==> src/rtl/loader_pkg.sv <==
// Shared definitions for the instruction-memory nibble loader.
// The optional checksum phase is controlled by the LOADER_CHECKSUM_EN macro.
package loader_pkg;

  // Loader phases. CHECK and FAIL are reachable only with LOADER_CHECKSUM_EN.
  typedef enum logic [1:0] {
    ST_LOAD  = 2'd0,
    ST_CHECK = 2'd1,
    ST_DONE  = 2'd2,
    ST_FAIL  = 2'd3
  } state_e;

  localparam int unsigned NIBBLE_WIDTH     = 4;
  localparam int unsigned NIBBLES_PER_WORD = 16 / NIBBLE_WIDTH;

  // Width of a counter that must count 0..n-1 (never narrower than 1 bit).
  function automatic int unsigned cnt_width(input int unsigned n);
    return (n <= 2) ? 1 : $clog2(n);
  endfunction

endpackage

==> src/rtl/nibble_packer.sv <==
// Shift-in packer: collects nibbles LSB-first and flags the accept that
// completes a word. The completed word is presented combinationally so the
// parent can register it together with the write strobe.
module nibble_packer
  import loader_pkg::*;
#(
  parameter int unsigned WORD_WIDTH = 16
) (
  input  logic                  clk,
  input  logic                  rst_n,
  input  logic                  clear_i,
  input  logic                  accept_i,
  input  logic [3:0]            nib_i,
  output logic                  word_valid_o,
  output logic [WORD_WIDTH-1:0] word_o
);

  localparam int unsigned NPW = WORD_WIDTH / NIBBLE_WIDTH;
  localparam int unsigned CW  = cnt_width(NPW);

  logic [CW-1:0]         cnt_q;
  logic [WORD_WIDTH-1:0] shift_q;
  logic                  last_nib;

  assign last_nib     = (cnt_q == CW'(NPW - 1));
  assign word_valid_o = accept_i & last_nib;
  // New nibbles enter at the top and drift down, so after NPW accepts the
  // first nibble sits in bits [3:0].
  assign word_o       = {nib_i, shift_q[WORD_WIDTH-1:NIBBLE_WIDTH]};

  // Nibble counter and shift register; clear discards any partial word.
  always_ff @(posedge clk or negedge rst_n) begin
    if (!rst_n) begin
      cnt_q   <= '0;
      shift_q <= '0;
    end else if (clear_i) begin
      cnt_q   <= '0;
      shift_q <= '0;
    end else if (accept_i) begin
      shift_q <= word_o;
      cnt_q   <= last_nib ? '0 : cnt_q + 1'b1;
    end
  end

endmodule

==> src/rtl/imem_nibble_loader.sv <==
// Boot loader: packs 4-bit nibbles into instruction words, writes them to
// imem from address 0 to DEPTH-1, then raises done to enable the CPU.
// Define LOADER_CHECKSUM_EN to require a trailing XOR-checksum nibble.
module imem_nibble_loader
  import loader_pkg::*;
#(
  parameter int unsigned ADDR_WIDTH = 3,
  parameter int unsigned WORD_WIDTH = NIBBLE_WIDTH * NIBBLES_PER_WORD
) (
  input  logic                  clk,
  input  logic                  rst_n,
  input  logic                  nib_valid,
  input  logic [3:0]            nib_data,
  output logic                  nib_ready,
  input  logic                  reload,
  output logic                  wr_en,
  output logic [ADDR_WIDTH-1:0] wr_addr,
  output logic [WORD_WIDTH-1:0] wr_data,
  output logic                  busy,
  output logic                  done,
  output logic                  err
);

  state_e                state_q;
  logic [ADDR_WIDTH-1:0] addr_q;
  logic                  wr_en_q;
  logic [ADDR_WIDTH-1:0] wr_addr_q;
  logic [WORD_WIDTH-1:0] wr_data_q;
  logic                  busy_q;
  logic                  done_q;
  logic                  ready_q;

  logic                  accept;
  logic                  data_accept;
  logic                  restart;
  logic                  word_valid;
  logic [WORD_WIDTH-1:0] word;

  assign accept      = nib_valid & ready_q;
  assign data_accept = accept & (state_q == ST_LOAD);
  assign restart     = reload & ((state_q == ST_DONE) | (state_q == ST_FAIL));

  nibble_packer #(
    .WORD_WIDTH (WORD_WIDTH)
  ) u_packer (
    .clk          (clk),
    .rst_n        (rst_n),
    .clear_i      (restart),
    .accept_i     (data_accept),
    .nib_i        (nib_data),
    .word_valid_o (word_valid),
    .word_o       (word)
  );

`ifdef LOADER_CHECKSUM_EN
  logic       err_q;
  logic [3:0] csum_q;

  // Running XOR over every data nibble; cleared on a restart.
  always_ff @(posedge clk or negedge rst_n) begin
    if (!rst_n) begin
      csum_q <= '0;
    end else if (restart) begin
      csum_q <= '0;
    end else if (data_accept) begin
      csum_q <= csum_q ^ nib_data;
    end
  end

  assign err = err_q;
`else
  assign err = 1'b0;
`endif

  // Loader FSM with address counter and registered imem/status outputs.
  always_ff @(posedge clk or negedge rst_n) begin
    if (!rst_n) begin
      state_q   <= ST_LOAD;
      addr_q    <= '0;
      wr_en_q   <= 1'b0;
      wr_addr_q <= '0;
      wr_data_q <= '0;
      busy_q    <= 1'b1;
      done_q    <= 1'b0;
      ready_q   <= 1'b1;
`ifdef LOADER_CHECKSUM_EN
      err_q     <= 1'b0;
`endif
    end else begin
      wr_en_q <= 1'b0;
      case (state_q)
        ST_LOAD: begin
          if (word_valid) begin
            wr_en_q   <= 1'b1;
            wr_addr_q <= addr_q;
            wr_data_q <= word;
            addr_q    <= addr_q + 1'b1;
            if (addr_q == '1) begin
`ifdef LOADER_CHECKSUM_EN
              state_q <= ST_CHECK;
`else
              state_q <= ST_DONE;
              done_q  <= 1'b1;
              busy_q  <= 1'b0;
              ready_q <= 1'b0;
`endif
            end
          end
        end
`ifdef LOADER_CHECKSUM_EN
        ST_CHECK: begin
          if (accept) begin
            busy_q  <= 1'b0;
            ready_q <= 1'b0;
            if (nib_data == csum_q) begin
              state_q <= ST_DONE;
              done_q  <= 1'b1;
            end else begin
              state_q <= ST_FAIL;
              err_q   <= 1'b1;
            end
          end
        end
`endif
        ST_DONE, ST_FAIL: begin
          if (reload) begin
            state_q <= ST_LOAD;
            addr_q  <= '0;
            busy_q  <= 1'b1;
            done_q  <= 1'b0;
            ready_q <= 1'b1;
`ifdef LOADER_CHECKSUM_EN
            err_q   <= 1'b0;
`endif
          end
        end
        default: state_q <= ST_LOAD;
      endcase
    end
  end

  assign nib_ready = ready_q;
  assign wr_en     = wr_en_q;
  assign wr_addr   = wr_addr_q;
  assign wr_data   = wr_data_q;
  assign busy      = busy_q;
  assign done      = done_q;

endmodule

==> config.mk <==
export PLATFORM = sky130hd
export DESIGN_NAME = imem_nibble_loader
export DESIGN_NICKNAME = d
export VERILOG_FILES = /design/src/rtl/loader_pkg.sv /design/src/rtl/nibble_packer.sv /design/src/rtl/imem_nibble_loader.sv
export SDC_FILE = /design/constraint.sdc
export NUM_CORES = 1
export LEC_CHECK = 0
export CORE_ASPECT_RATIO = 0.9
export CORE_MARGIN = 2
export CORE_UTILIZATION = 50
export DETAILED_ROUTE_END_ITERATION = 8
export PLACE_DENSITY = 0.76
export SLEW_MARGIN = 20
export SYNTH_ARGS = -nofsm -noshare
export SYNTH_HDL_FRONTEND = slang
export SYNTH_SLANG_ARGS = --single-unit
==> constraint.sdc <==
create_clock -name clk -period 2.3 [get_ports clk]
set_clock_uncertainty 0.05 [all_clocks]
set_input_delay 0.23 -clock clk [delete_from_list [all_inputs] [get_ports clk]]
set_output_delay 0.23 -clock clk [all_outputs]
set_load 0.005 [all_outputs]
==> flow_results.org <==
** Routing
- After detailed routing, the number of remaining DRC violations is 0.
- Number of vias per cell after detailed routing :: 5.21
- Once detail routing completed, the nets flagged for antenna violations numbered 0.
- Overall via count from detail_route :: 974
- Drt first-iter violations :: 28
- In the final routed layout, each cell accounts on average for 14.3 um.
- Number of detailed-route iterations in the first pass :: 3
- Wires add up to 2.68 mm.

** Pwr
- Proportion of power drawn by the clock network :: 20.1%
- LEAKAGE :: 0.936 nW
- NetSw :: 0.616 mW
- Total power divided by cell area :: 1160 mW/mm^2
- Of the total power, the share spent switching nets is 25.4%.
- Sequential fraction of design power :: 46.3%
- The internal power of the cells totals 1.81 mW.
- Combinational fraction of design power :: 33.6%
- Across the VDD grid, the largest voltage drop is 0.000778 V.

** STA
- Post-route worst hold slack :: -0.00599 ns
- Setup repair after global routing left no endpoint under its margin.
- The worst pin sits at a relative slew slack of 44.5%.
- The max-slew violation count came to 0.
- Post-route setup slack :: 0.562 ns
- Final setup violation count :: 0
- The final hold violation count was 7.
- The routed design could run at a clock period as short as 1.74 ns.
- Based on the critical path, the design can be clocked at up to 0.575 GHz.
- Setup total negative slack on the finished layout was measured at 0 ns.
- At the pin with the least slew margin, the transition time is 0.832 ns.
- Final Cycle Share :: 75.6%

** Clock tree
- For this design, the CTS-stage hold fixing added 0 buffers.
- CTS built an H-tree with a depth of 2.
- Clock network latency to the later pin of the worst-skew pair :: 0.28 ns
- Once the clock tree was built, the resizer swapped 0 gates to a different size.
- Reg clk slew, reported paths :: 0.07 ns
- TritonCTS built the clock tree.
- Maximum count of clock buffers along a single path :: 2
- TritonCTS created 5 clock buffers.
- Total setup buffers inserted after CTS :: 0
- Counting every sink on the clock net gives 39.
- Library cell used as clock root buffer :: sky130_fd_sc_hd__clkbuf_8

** Yosys
- After synthesis, the largest area contributor takes up 56.5% of total cell area.
- By area the synthesized netlist is led by sky130_fd_sc_hd__dfrtp_1 56%, sky130_fd_sc_hd__mux2_2 13%, sky130_fd_sc_hd__mux2_1 11%, sky130_fd_sc_hd__a21boi_0 7.1%, sky130_fd_sc_hd__ha_1 2.2%.
- Dominant combinational cell family by area after synthesis :: multiplexers
- Synthesized net count :: 125
- Cells after synthesis :: 114
- Yosys reg bits :: 39
- After Yosys synthesis, full adders, half adders and majority gates account for 2.23% of the synthesized area.
- Synth Area in Simple Gates :: 2.30%
- The synthesized netlist devotes 8.92% of its cell area to compound gates.
- Yosys synthesis warning count :: 0
- Cell area after technology mapping :: 0.00168 sq mm
- For this run, the register share of the synthesized area comes to 58.0%.
- After Yosys synthesis, XOR and XNOR cells account for 0% of the synthesized area.
- Average size of a mapped cell :: 14.8 sq um
- Share of synthesized area spent on multiplexers :: 24.0%
- Synthesis instantiated 20 different standard cells from the library.
- Summed over all instances, the cell type with the most area after synthesis is sky130_fd_sc_hd__dfrtp_1.

** Finish
- Sequential cell area in the final layout :: 977 sq um
- From synthesis to final layout, the design area changed by 23.8%.
- Number of fillers in the final layout :: 250
- Fraction of final layout cells sized beyond drive strength 1 :: 22.8%
- The multi-input combinational cells in the finished layout cover a total of 634 sq um.
- Diodes inserted :: 0
- Total Nets Final :: 155
- The finished cells cover 0.00209 sq mm.

** Critical path
- Endpoint kind of the worst setup timing path :: primary output
- Crit Path Class :: flip-flop to primary output
- Data arrival at the endpoint of the critical path :: 1.46 ns
- The worst setup path is launched from a flip-flop.
- At the worst endpoint, the required time is 2.02 ns.
- CP Max Fanout :: 18

** Status
- The final reports fail on hold timing.
- Status :: finished with violations

** Die
- Die Width :: 65.2 um
- Initial Util :: 53.7%
- The floorplan step set the die height to 59.1 um.
- The core region is 0.00314 sq mm.
- Num ports :: 32
- The floorplan step defined a die boundary enclosing 0.00385 sq mm.
- Floorplan row count :: 19

** Place
- PortBufs :: 30
- Post-place instance area :: 0.00199 sq mm
- Routability Congestion :: 0.679
- Pre-CTS setup slack :: 0.404 ns
- Placed wire-length estimate after detailed placement :: 1.75 mm

** GRT
- The number of global-route vias before repair came to 1025.
- Maximum number of pins on one net before global-route repair :: 40
- Tot GR Track Use :: 16.3%
- The first global-routing pass estimated 4.66 mm of wire.
- Antenna violations before repair :: 0
- The total overflow left after global routing is 0.

** Worst hold path
- Type of the worst min-delay path :: primary input to asynchronous set/reset pin

** Job
- Number of violations of the max-capacitance limit :: 0
[power by group through the flow]
| stage | combinational [mW] | sequential (mW) | clock, mW |
|---|---|---|---|
| after floorplan | 0.410 | 1.13 | 0 |
| after global placement | 0.807 | 1.13 | 0 |
| after detailed placement | 0.826 | 1.14 | 0 |
| after CTS | 0.830 | 1.13 | 0.509 |
| after global routing | 0.904 | 1.17 | 0.540 |
| final | 0.815 | 1.12 | 0.488 |
[metrics by stage]
| step | util [%] | power (mW) | cells |
|---|---|---|---|
| final | 66.5 | 2.43 | 187 |
| after global placement | 63.3 | 1.94 | 179 |
| after floorplan | - | 1.54 | 114 |
| after global routing | 66.5 | 2.61 | 187 |
| after CTS | 66.5 | 2.47 | 187 |
| after detailed placement | 63.3 | 1.97 | 179 |
[critical path, cell delays in order (launching register included)]
cell,delay [ns]
sky130_fd_sc_hd__dfrtp_1,0.41
sky130_fd_sc_hd__buf_4,0.24
sky130_fd_sc_hd__clkdlybuf4s50_1,0.53
[cells in the final DEF, fill, tap and decap left out, drive strengths merged, types with 3 or more instances in the layout]
| master | Yosys | routed |
|---|---|---|
| dfrtp | 38 | 38 |
| mux2 | 35 | 35 |
| clkdlybuf4s50 | 0 | 29 |
| a21boi | 16 | 16 |
| clkbuf | 1 | 8 |
| inv | 3 | 3 |
| ha | 3 | 3 |
| buf | 8 | 3 |
[final cells by class]
cell class | count | area share, %
inverters | 3 | 0.540
well taps | 42 | 2.52
flip-flops and latches | 39 | 46.9
repair buffers | 32 | 14.9
multi-input cells | 63 | 30.4
clock buffers | 8 | 4.80
[registers in the layout (all words and copies together) (netlist names)]
name,cells
wr_data,16
nib_ready,1
done,1
wr_en,1
wr_addr,3
addr_q,3
u_packer.cnt_q,2
u_packer.shift_q,12
[final timing paths]
check	start	end	slack, ns	cells after the start
min reg2reg	u_packer.shift_q[5]	wr_data[1]	0.43	1
min in group clk	u_packer.shift_q[5]	wr_data[1]	0.43	1
max reg2reg	u_packer.cnt_q[0]	wr_data[0]	0.64	3
max in group asynchronous	rst_n	wr_data[2]	1.68	1
max	done	done	0.56	2
min	rst_n	wr_data[10]	-0.006	1
[Yosys cell counts]
cell type and instances:
sky130_fd_sc_hd__dfrtp_1 38, sky130_fd_sc_hd__clkbuf_1 1, sky130_fd_sc_hd__a41oi_1 1, sky130_fd_sc_hd__a21oi_1 1, sky130_fd_sc_hd__buf_4 2, sky130_fd_sc_hd__buf_6 2, sky130_fd_sc_hd__nand4b_4 1, sky130_fd_sc_hd__a21bo_2 1
sky130_fd_sc_hd__nand3b_2 1, sky130_fd_sc_hd__mux2i_1 1, sky130_fd_sc_hd__conb_1 1, sky130_fd_sc_hd__buf_2 4, sky130_fd_sc_hd__dfstp_2 1, sky130_fd_sc_hd__inv_1 3, sky130_fd_sc_hd__nor2_1 1, sky130_fd_sc_hd__ha_1 3
sky130_fd_sc_hd__mux2_1 16, sky130_fd_sc_hd__o22ai_1 1, sky130_fd_sc_hd__a21boi_0 16, sky130_fd_sc_hd__mux2_2 19
[metal layers]
layer	track usage, %	share of wire, %
met5	0	0
met4	8.93	1.8
met3	4.18	3.8
met2	25.8	46
met1	20.8	49
[kinds of logic (layout without fill, tap and decap cells)]
kind of cell / count (synthesis) / count (layout)
flip-flops: 39 / 39
multiplexers: 36 / 36
AO/OA/AOI/OAI: 20 / 20
buffers and inverters: 12 / 43
adder cells (fa/ha/maj): 3 / 3
AND/OR/NAND/NOR: 3 / 3
other: 1 / 1
Note: power is estimated with default switching activity, not from simulation.
